===== src/rtl/combo_input_sync.sv =====
`default_nettype none
// ============================================================================
// Module      : combo_input_sync
// Description : Front end for a combination lock. Brings eight raw switch
//               inputs into the clock domain, debounces each one, detects a
//               submit press and hands the captured code attempt to the lock
//               FSM over a valid/ready handshake.
// Revision    : 1.0 - initial release
// ----------------------------------------------------------------------------
// Parameters
//   DEBOUNCE_CYCLES : consecutive stable cycles before a switch change is
//                     accepted (default 50000 = 1 ms at 50 MHz)
// Ports
//   clk        in   1  system clock, rising edge active
//   rst_n      in   1  asynchronous active-low reset
//   sw_code    in   6  raw code switches (asynchronous)
//   sw_submit  in   1  raw submit switch (asynchronous)
//   sw_en      in   1  raw lock-enable switch (asynchronous)
//   code_ready in   1  downstream lock FSM accepts the code
//   code       out  6  captured code attempt
//   code_valid out  1  code holds an unconsumed attempt
//   en_level   out  1  debounced enable level
//   overrun    out  1  sticky: a submit was dropped while an attempt pended
// ============================================================================
module combo_input_sync #(
  parameter int DEBOUNCE_CYCLES = 50000
) (
  input  logic       clk,
  input  logic       rst_n,
  input  logic [5:0] sw_code,
  input  logic       sw_submit,
  input  logic       sw_en,
  input  logic       code_ready,
  output logic [5:0] code,
  output logic       code_valid,
  output logic       en_level,
  output logic       overrun
);

  // --------------------------------------------------------------------------
  // Constants
  // --------------------------------------------------------------------------
  localparam int NUM_IN     = 8;
  localparam int IDX_SUBMIT = 6;
  localparam int IDX_EN     = 7;

  // Counter must be able to hold DEBOUNCE_CYCLES itself.
  localparam int CNT_W = (DEBOUNCE_CYCLES < 1) ? 1 : $clog2(DEBOUNCE_CYCLES + 1);

  // The stable value is updated on the edge where the counter would reach
  // DEBOUNCE_CYCLES, i.e. when it currently holds DEBOUNCE_CYCLES-1. This is
  // what makes a DEBOUNCE_CYCLES-long run of the new level sufficient and a
  // shorter run insufficient.
  localparam logic [CNT_W-1:0] CNT_LAST = CNT_W'(DEBOUNCE_CYCLES - 1);

  // --------------------------------------------------------------------------
  // Input bundle: bits [5:0] code, [6] submit, [7] enable
  // --------------------------------------------------------------------------
  logic [NUM_IN-1:0] raw;
  logic [NUM_IN-1:0] sync_meta;
  logic [NUM_IN-1:0] sync;
  logic [NUM_IN-1:0] stable;

  assign raw = {sw_en, sw_submit, sw_code};

  // --------------------------------------------------------------------------
  // Two-flop synchronizer for every raw input. Nothing downstream ever looks
  // at raw or sync_meta.
  // --------------------------------------------------------------------------
  always_ff @(posedge clk or negedge rst_n) begin
    if (!rst_n) begin
      sync_meta <= '0;
      sync      <= '0;
    end else begin
      sync_meta <= raw;
      sync      <= sync_meta;
    end
  end

  // --------------------------------------------------------------------------
  // Per-input debouncer. The counter measures how long the synchronized
  // value has disagreed with the accepted (stable) value; any cycle of
  // agreement restarts the measurement, so a glitch shorter than
  // DEBOUNCE_CYCLES cycles can never be accepted.
  // --------------------------------------------------------------------------
  generate
    for (genvar i = 0; i < NUM_IN; i++) begin : g_debounce
      logic             stable_q;
      logic [CNT_W-1:0] cnt_q;

      always_ff @(posedge clk or negedge rst_n) begin
        if (!rst_n) begin
          stable_q <= 1'b0;
          cnt_q    <= '0;
        end else if (sync[i] == stable_q) begin
          cnt_q    <= '0;
        end else if (cnt_q == CNT_LAST) begin
          stable_q <= sync[i];
          cnt_q    <= '0;
        end else begin
          cnt_q    <= cnt_q + CNT_W'(1);
        end
      end

      assign stable[i] = stable_q;
    end
  endgenerate

  assign en_level = stable[IDX_EN];

  // --------------------------------------------------------------------------
  // Submit edge detection. Only a rising debounced submit counts, and only
  // while the lock is enabled; releasing the switch is not an event.
  // --------------------------------------------------------------------------
  logic submit_prev;
  logic submit_event;

  always_ff @(posedge clk or negedge rst_n) begin
    if (!rst_n) begin
      submit_prev <= 1'b0;
    end else begin
      submit_prev <= stable[IDX_SUBMIT];
    end
  end

  assign submit_event = stable[IDX_SUBMIT] & ~submit_prev & en_level;

  // --------------------------------------------------------------------------
  // Handshake FSM: IDLE has nothing to offer, HOLD presents code.
  // --------------------------------------------------------------------------
  typedef enum logic [0:0] {
    IDLE = 1'b0,
    HOLD = 1'b1
  } state_t;

  state_t state;
  state_t state_nxt;
  logic   load_code;
  logic   set_overrun;

  always_ff @(posedge clk or negedge rst_n) begin
    if (!rst_n) begin
      state <= IDLE;
    end else begin
      state <= state_nxt;
    end
  end

  always_comb begin
    state_nxt   = state;
    load_code   = 1'b0;
    set_overrun = 1'b0;
    case (state)
      IDLE: begin
        // code_ready is deliberately ignored here: nothing is on offer.
        if (submit_event) begin
          state_nxt = HOLD;
          load_code = 1'b1;
        end
      end
      HOLD: begin
        if (!en_level) begin
          // Lock disabled while an attempt pends: abort and discard it.
          state_nxt = IDLE;
        end else if (code_ready) begin
          // The pending attempt is consumed this edge, so a simultaneous
          // new submit can take its place without loss.
          if (submit_event) begin
            load_code = 1'b1;
          end else begin
            state_nxt = IDLE;
          end
        end else if (submit_event) begin
          // Attempt still pending: keep it and flag the lost press.
          set_overrun = 1'b1;
        end
      end
      default: begin
        state_nxt = IDLE;
      end
    endcase
  end

  // --------------------------------------------------------------------------
  // Code capture and overrun flag
  // --------------------------------------------------------------------------
  always_ff @(posedge clk or negedge rst_n) begin
    if (!rst_n) begin
      code <= '0;
    end else if (load_code) begin
      code <= stable[5:0];
    end
  end

  // Disabling the lock clears the flag; it wins over a same-cycle set
  // (a set cannot actually coincide, as submit_event needs en_level=1).
  always_ff @(posedge clk or negedge rst_n) begin
    if (!rst_n) begin
      overrun <= 1'b0;
    end else if (!en_level) begin
      overrun <= 1'b0;
    end else if (set_overrun) begin
      overrun <= 1'b1;
    end
  end

  assign code_valid = (state == HOLD);

endmodule
`default_nettype wire


===== config.mk =====
export PLATFORM = sky130hd
export DESIGN_NAME = combo_input_sync
export DESIGN_NICKNAME = d
export VERILOG_FILES = /design/src/rtl/combo_input_sync.sv
export SDC_FILE = /design/constraint.sdc
export NUM_CORES = 1
export LEC_CHECK = 0
export ABC_AREA = 0
export CAP_MARGIN = 20
export CORE_ASPECT_RATIO = 0.75
export CORE_MARGIN = 3
export CORE_UTILIZATION = 46
export CTS_BUF_LIST = sky130_fd_sc_hd__clkbuf_16
export DETAILED_ROUTE_END_ITERATION = 10
export GPL_TIMING_DRIVEN = 0
export SETUP_SLACK_MARGIN = 0.2
export SYNTH_ARGS = -nofsm -noshare
export SYNTH_HDL_FRONTEND = slang
export SYNTH_SLANG_ARGS = --single-unit

===== constraint.sdc =====
create_clock -name clk -period 2.1 [get_ports clk]
set_input_delay 0.21 -clock clk [delete_from_list [all_inputs] [get_ports clk]]
set_output_delay 0.21 -clock clk [all_outputs]
set_load 0.02 [all_outputs]

==> qor.yml, run 1 <==
outcome:
  status: "finished, final reports clean"
drt:
  route.detailed.drc: 0
  vias: 5111
  via_per_inst: 5.29
  routedWlPerCell_um: 13.7
  drt-initial-drc-count: 278
  drt_wl_total_mm: 13.3
  first_pass_iters: 4
  final_antenna_net_count: 0
critical_path:
  critPathBufInv: 0
  critPathMaxFanout: 6
  critPathMaxStageDelay_ns: 0.58
  start_kind: "flop"
  crit_chain: "or3_1 -> or4_4 -> mux2_4"
  arrival_ns: 2.12
  crit_family: "simple AND/OR/NAND/NOR gates"
  cp-end-kind: "flop"
  cp.required_ns: 2.41
  critPathSlowestCell: "or4_4"
  crit_type: "reg -> reg"
global_routing:
  grt_usage: 0.164
  grt_pass1_wl_mm: 23.8
  grt_antenna_before_repair: 0
  overflow: 0
  grt_pass1_vias: 4967
  grt_max_degree: 85
clocking:
  cts.reportedPaths.clkPinSlew_ns: 0.06
  clockBufferDepth: 2
  htree_num_levels: 4
  clock_latency_ns: 0.42
  root_buffer: "clkbuf_16"
  cts_made_buffers: 17
  cts_sinks: 161
  tritoncts: "done"
pwr:
  p_per_area_mw_per_mm2: 778
  p_switching_mw: 1.42
  p_leak_nw: 3.46
  p_sw_frac: 0.214
  p_comb_frac: 0.033
  pwr-share-clk: 0.485
  power_frac_seq: 0.482
  ir_drop_mv: 0.511
  p_int_mw: 5.22
logic_synthesis:
  synth_top_area_share: 0.547
  synth_area_leader_cell: "dfrtp_1"
  yosys_warnings: 0
  synthCells: 701
  synth.distinct_cells: 37
  syn_nets: 720
  synthTopCellsByArea: "dfrtp_1, xnor2_1, nor2_1"
  synth-seq-cells: 161
  synth_area_mm2: 0.00736
  avgSynthCellArea_um2: 10.5
  yosysSeqAreaShare: 0.547
timing:
  slew_headroom: 0.601
  max_clock_freq_mhz: 552
  tightest_slew_ns: 0.598
  fin_skew_ns: 0.00755
  fin_crit_sh: 0.862
  period_needed_ns: 1.81
  finalSetupViolCount: 0
  slew_violations: 0
  hold_violations: 0
  rsz0062_at_grt: "true"
run:
  drv_cap: 0
floorplan:
  die_x_um: 152
  initial_core_util: 0.476
  rows: 39
  ios: 20
  die-area_mm2: 0.0176
  core_area_mm2: 0.0155
  die_y_um: 116
placement:
  placedCellCount: 926
  dp_hpwl_mm: 8.84
  io_buffers: 19
  place.gp.congestion: 0.841
final_layout:
  layout_common_cells: "dfrtp_1, nor2_1, xnor2_1, nand3_1, nand4_1"
  antennaDiodeCount: 0
  stdcell_count: 967
  final_common_cell: "dfrtp_1"
  fin_nets: 768
  area_growth_pct: 16.0
  utilization: 0.552
  drive_gt1_frac: 0.0958
  fillers: 1292
hold_path:
  hold_path.class: "in -> reg"
-- what timing repair did --
item	4_1_cts	5_1_grt
setup endpoints to repair	38	64
pin swaps	2	4
endpoints found under the hold margin	77	0
buffers inserted	0	8
resized for setup	3	9
hold buffers	1	0
-- layer usage --
metal  vias up  wire, µm  GRT usage
li1       2521         -          -
met1      2492      6670      0.231
met2        76      5810      0.245
met3        22       512     0.0399
met4         0       266     0.0713
met5         -         0          0
-- power by group through the flow --
stage          logic (mW)  clock network [mW]  registers [mW]
6_report            0.216                3.22            3.20
5_1_grt             0.254                3.46            3.21
4_1_cts             0.216                3.32            3.20
3_5_place_dp        0.212                   0            3.26
3_3_place_gp        0.199                   0            3.26
2_1_floorplan      0.0979                   0            3.25
-- flip-flops by register name, indices dropped and copies added (netlist names) --
register             flops
code                     6
code_valid               1
en_level                 1
g_debounce.cnt_q       128
g_debounce.stable_q      7
overrun                  1
submit_prev              1
sync                     8
sync_meta                8
-- path summary, 6_finish.rpt --
| check | slack [ns] | depth (start not counted) | start | endpoint |
|---|---|---|---|---|
| max | 0.29 | 3 | g_debounce[2].cnt_q[11] | g_debounce[2].stable_q |
| min | 0.22 | 1 | sw_code[5] | sync_meta[5] |
| max reg2reg | 0.29 | 3 | g_debounce[2].cnt_q[11] | g_debounce[2].stable_q |
| min reg2reg | 0.35 | 0 | sync_meta[7] | sync[7] |
| max in group asynchronous | 0.97 | 3 | rst_n | g_debounce[2].cnt_q[7] |
| min in group asynchronous | 0.35 | 2 | rst_n | g_debounce[1].cnt_q[5] |
-- worst reg2reg max path, cell delays in order (launching register included) --
cell     delay (ns)
dfrtp_2        0.44
or3_1          0.37
or4_4          0.58
mux2_4         0.31
-- logic make-up after synthesis --
family,share of synthesized area
xor+xnor,0.139
fa+ha+maj,0.0136
simple gates,0.246
mux,0.0219
flops,0.547
compound gates,0.0134
buf+inv,0.0185
-- area by class of cell --
| class | count | area (µm²) | share of cell area |
|---|---|---|---|
| plain buffers | 11 | 60.1 | 0.00703 |
| clock buffers | 17 | 425 | 0.0498 |
| clock inverters | 15 | 193 | 0.0226 |
| inverters | 22 | 82.6 | 0.00967 |
| multi-input cells | 507 | 3200 | 0.375 |
| flip-flops and latches | 161 | 4030 | 0.472 |
| well taps | 205 | 256 | 0.0300 |
| repair buffers | 29 | 293 | 0.0343 |
-- metrics by stage --
step | TNS [ns] | cell area [µm²] | setup slack [ns] | hold WS (ns) | total power [mW]
6_report | 0 | 8540 | 0.290 | 0.223 | 6.64
5_1_grt | 0 | 8540 | 0.194 | 0.208 | 6.92
4_1_cts | 0 | 8470 | 0.203 | 0.204 | 6.74
3_5_place_dp | 0 | 7840 | 0.0664 | 0.227 | 3.47
3_3_place_gp | -901.72 | 7810 | -5.61 | 0.335 | 3.46
2_1_floorplan | 0 | 7360 | 0.333 | -0.0856 | 3.35
-- synth_stat cells, drive strengths merged --
master and instances:
dfrtp 161, nor2 142, xnor2 93, nand3 44, nand4 39, nor4 36, nand2 33, nor3 26
xor2 24, inv 22, mux2 14, and3 12, nor4bb 10, clkbuf 8, ha 8, nor4b 6
a21oi 3, buf 3, nand2b 2, nand4bb 2, o41ai 2, or3 2, a21boi 1, a31o 1
and2 1, and4 1, and4b 1, nand3b 1, o21a 1, o21ai 1, or4 1
(Power assumes the default switching activity.)
==> run 2: changes to the inputs <==
ABC_CLOCK_PERIOD_IN_PS = 2100   (was default)
==> results of run 2 <==
Final layout, timing and power as in run 1 (identical DEF).
==> run 3: changes to the inputs <==
CORE_UTILIZATION = 35   (was 46)
SLEW_MARGIN = 40   (was default)
==> run 3 against run 2 <==
Against the previous run: sequential power about the same; clock-buffer cell count unchanged; utilization decreased by 13 points; via count decreased by 3.4%; sequential cell count unchanged; global-route usage decreased by 4.0 points; register-to-register slack about the same.
==> qor.yml, run 3 (synthesized netlist as in run 1, its figures left out) <==
outcome:
  status: "finished, final reports clean"
final_layout:
  top_regs: "g_debounce.cnt_q x128, sync x8, sync_meta x8"
  layout_common_cells: "dfrtp_1, nor2_1, xnor2_1, nand3_1, nand4_1"
  area_growth_pct: 17.1
  fillers: 1920  # +49%
  largest_register: "g_debounce.cnt_q"
  seq_area_mm2: 0.00403  # unchanged
  finalInstanceArea_mm2: 0.00862  # +0.92%
  stdcell_count: 1045  # +8.1%
  largest_reg_flops: 128  # unchanged
  fin_nets: 769  # +0.13%
  drive_gt1_frac: 0.0957  # -0.000126
  final_common_cell: "dfrtp_1"
  multi_input_area_mm2: 0.00321  # +0.47%
  antennaDiodeCount: 0  # unchanged
floorplan:
  rows: 45  # +15%
  die-area_mm2: 0.0228  # +30%
  core_area_mm2: 0.0204  # +32%
  die_y_um: 132  # +14%
  die_x_um: 173  # +14%
  ios: 20  # unchanged
  initial_core_util: 0.360  # -0.116
timing:
  fin_skew_ns: 0.00805  # +0.000499 ns
  period_needed_ns: 1.82  # +0.00597 ns
  finalSetupViolCount: 0  # unchanged
  hold_violations: 0  # unchanged
  slew_headroom: 0.568  # -0.0334
  slew_violations: 0  # unchanged
  max_clock_freq_mhz: 551  # -0.33%
  tightest_slew_ns: 0.648  # +0.0502 ns
  rsz0062_at_grt: "true"
  fin_crit_sh: 0.865  # +0.00284
placement:
  dp_hpwl_mm: 8.66  # -2.1%
  dpl_cell_area_mm2: 0.00796  # +1.6%
  placedCellCount: 1004  # +8.4%
  place.gp.congestion: 0.812  # -3.4%
  io_buffers: 19  # unchanged
clocking:
  clock_latency_ns: 0.42  # about the same
  cts.reportedPaths.clkPinSlew_ns: 0.06  # about the same
  htree_num_levels: 4  # unchanged
  cts_made_buffers: 17  # unchanged
  root_buffer: "clkbuf_16"
  tritoncts: "done"
  clockBufferDepth: 2  # unchanged
  cts_sinks: 161  # unchanged
pwr:
  power_mw: 6.34  # -4.5%
  ir_drop_mv: 0.631  # +23%
  p_per_area_mw_per_mm2: 736  # -5.4%
  p_leak_nw: 3.47  # +0.33%
critical_path:
  cp.required_ns: 2.41  # about the same
  critPathSlowestCell: "or4_4"
  cp-end-kind: "flop"
  crit_family: "simple AND/OR/NAND/NOR gates"
  critPathMaxFanout: 10  # +4
  crit_type: "reg -> reg"
  critPathBufInv: 1  # +1
  arrival_ns: 2.12  # about the same
  crit_chain: "or3_1 -> or4_4 -> nand2_4 -> buf_6 -> nor2_1"
  start_kind: "flop"
  critPathMaxStageDelay_ns: 0.58  # about the same
drt:
  vias: 4936  # -3.4%
  final_antenna_net_count: 0  # unchanged
  routedWlPerCell_um: 12.4  # -9.4%
  route.detailed.drc: 0  # unchanged
  drt_wl_total_mm: 13.0  # -2.1%
  first_pass_iters: 5  # +1
  drt-initial-drc-count: 268  # -3.6%
  via_per_inst: 4.72  # -11%
global_routing:
  grt_pass1_vias: 4869  # -2.0%
  grt_max_degree: 71  # -16%
  grt_pass1_wl_mm: 23.7  # -0.46%
  grt_antenna_before_repair: 0  # unchanged
  overflow: 0  # unchanged
  grt_usage: 0.124  # -0.0397
hold_path:
  hold_path.class: "in -> reg"
run:
  drv_cap: 0  # unchanged
-- run 3: cell types whose count changed in the layout (fill, tap and decap cells not counted), moves of 2 or more --
cell	change
nor4b_1	-2
buf_2	-3
nor4b_2	+2
bufinv_16	-2
clkbuf_2	+2
inv_1	+3
-- run 3: timing repair --
item / CTS / global route
pin swaps: 2 / 3
hold endpoints to repair: 69 / 0
buffers inserted: 0 / 8
setup endpoints to repair: 47 / 55
gates resized for setup: 4 / 9
hold buffers: 1 / 0
-- run 3: cell type report --
cell class,count,share of cell area
Clock inverter,15,0.0151
Sequential cell,161,0.468
Timing Repair Buffer,30,0.0372
Inverter,22,0.00958
Multi-Input combinational cell,507,0.373
Buffer,11,0.00726
Tap cell,282,0.0409
Clock buffer,17,0.0494
-- run 3: per-layer routing --
layer,part of all wire,global-route usage,up-vias,wire length (µm)
li1,-,-,2524,-
met5,0,0,-,0
met1,0.54,0.183,2349,7050
met4,0.0062,0.0410,0,81
met2,0.42,0.177,55,5450
met3,0.030,0.0332,8,392
-- run 3: path summary, 6_finish.rpt --
check | start | end | slack (ns) | depth (start not counted)
worst max-delay path | g_debounce[2].cnt_q[11] | g_debounce[2].cnt_q[10] | 0.28 | 5
worst min-delay path | sw_code[4] | sync_meta[4] | 0.23 | 1
worst max register to register | g_debounce[2].cnt_q[11] | g_debounce[2].cnt_q[10] | 0.28 | 5
worst min register to register | sync_meta[2] | sync[2] | 0.34 | 0
max in group asynchronous | rst_n | g_debounce[1].cnt_q[10] | 0.88 | 4
min in group asynchronous | rst_n | g_debounce[4].cnt_q[14] | 0.32 | 2
-- run 3: report_power, final --
group / total (mW) / internal (mW) / switching, mW
clock network: 2.92 / 1.72 / 1.20
logic: 0.218 / 0.0836 / 0.134
registers: 3.20 / 3.16 / 0.0455
-- run 3: stage by stage --
| stage | setup TNS, ns | util | setup slack, ns | hold slack, ns |
|---|---|---|---|---|
| finish | 0 | 0.422 | 0.284 | 0.228 |
| global route | 0 | 0.422 | 0.158 | 0.207 |
| CTS | 0 | 0.418 | 0.208 | 0.206 |
| detailed placement | 0 | 0.390 | 0.0270 | 0.209 |
| global placement | -944.51 | 0.387 | -5.88 | 0.332 |
| floorplan | 0 | - | 0.333 | -0.0856 |
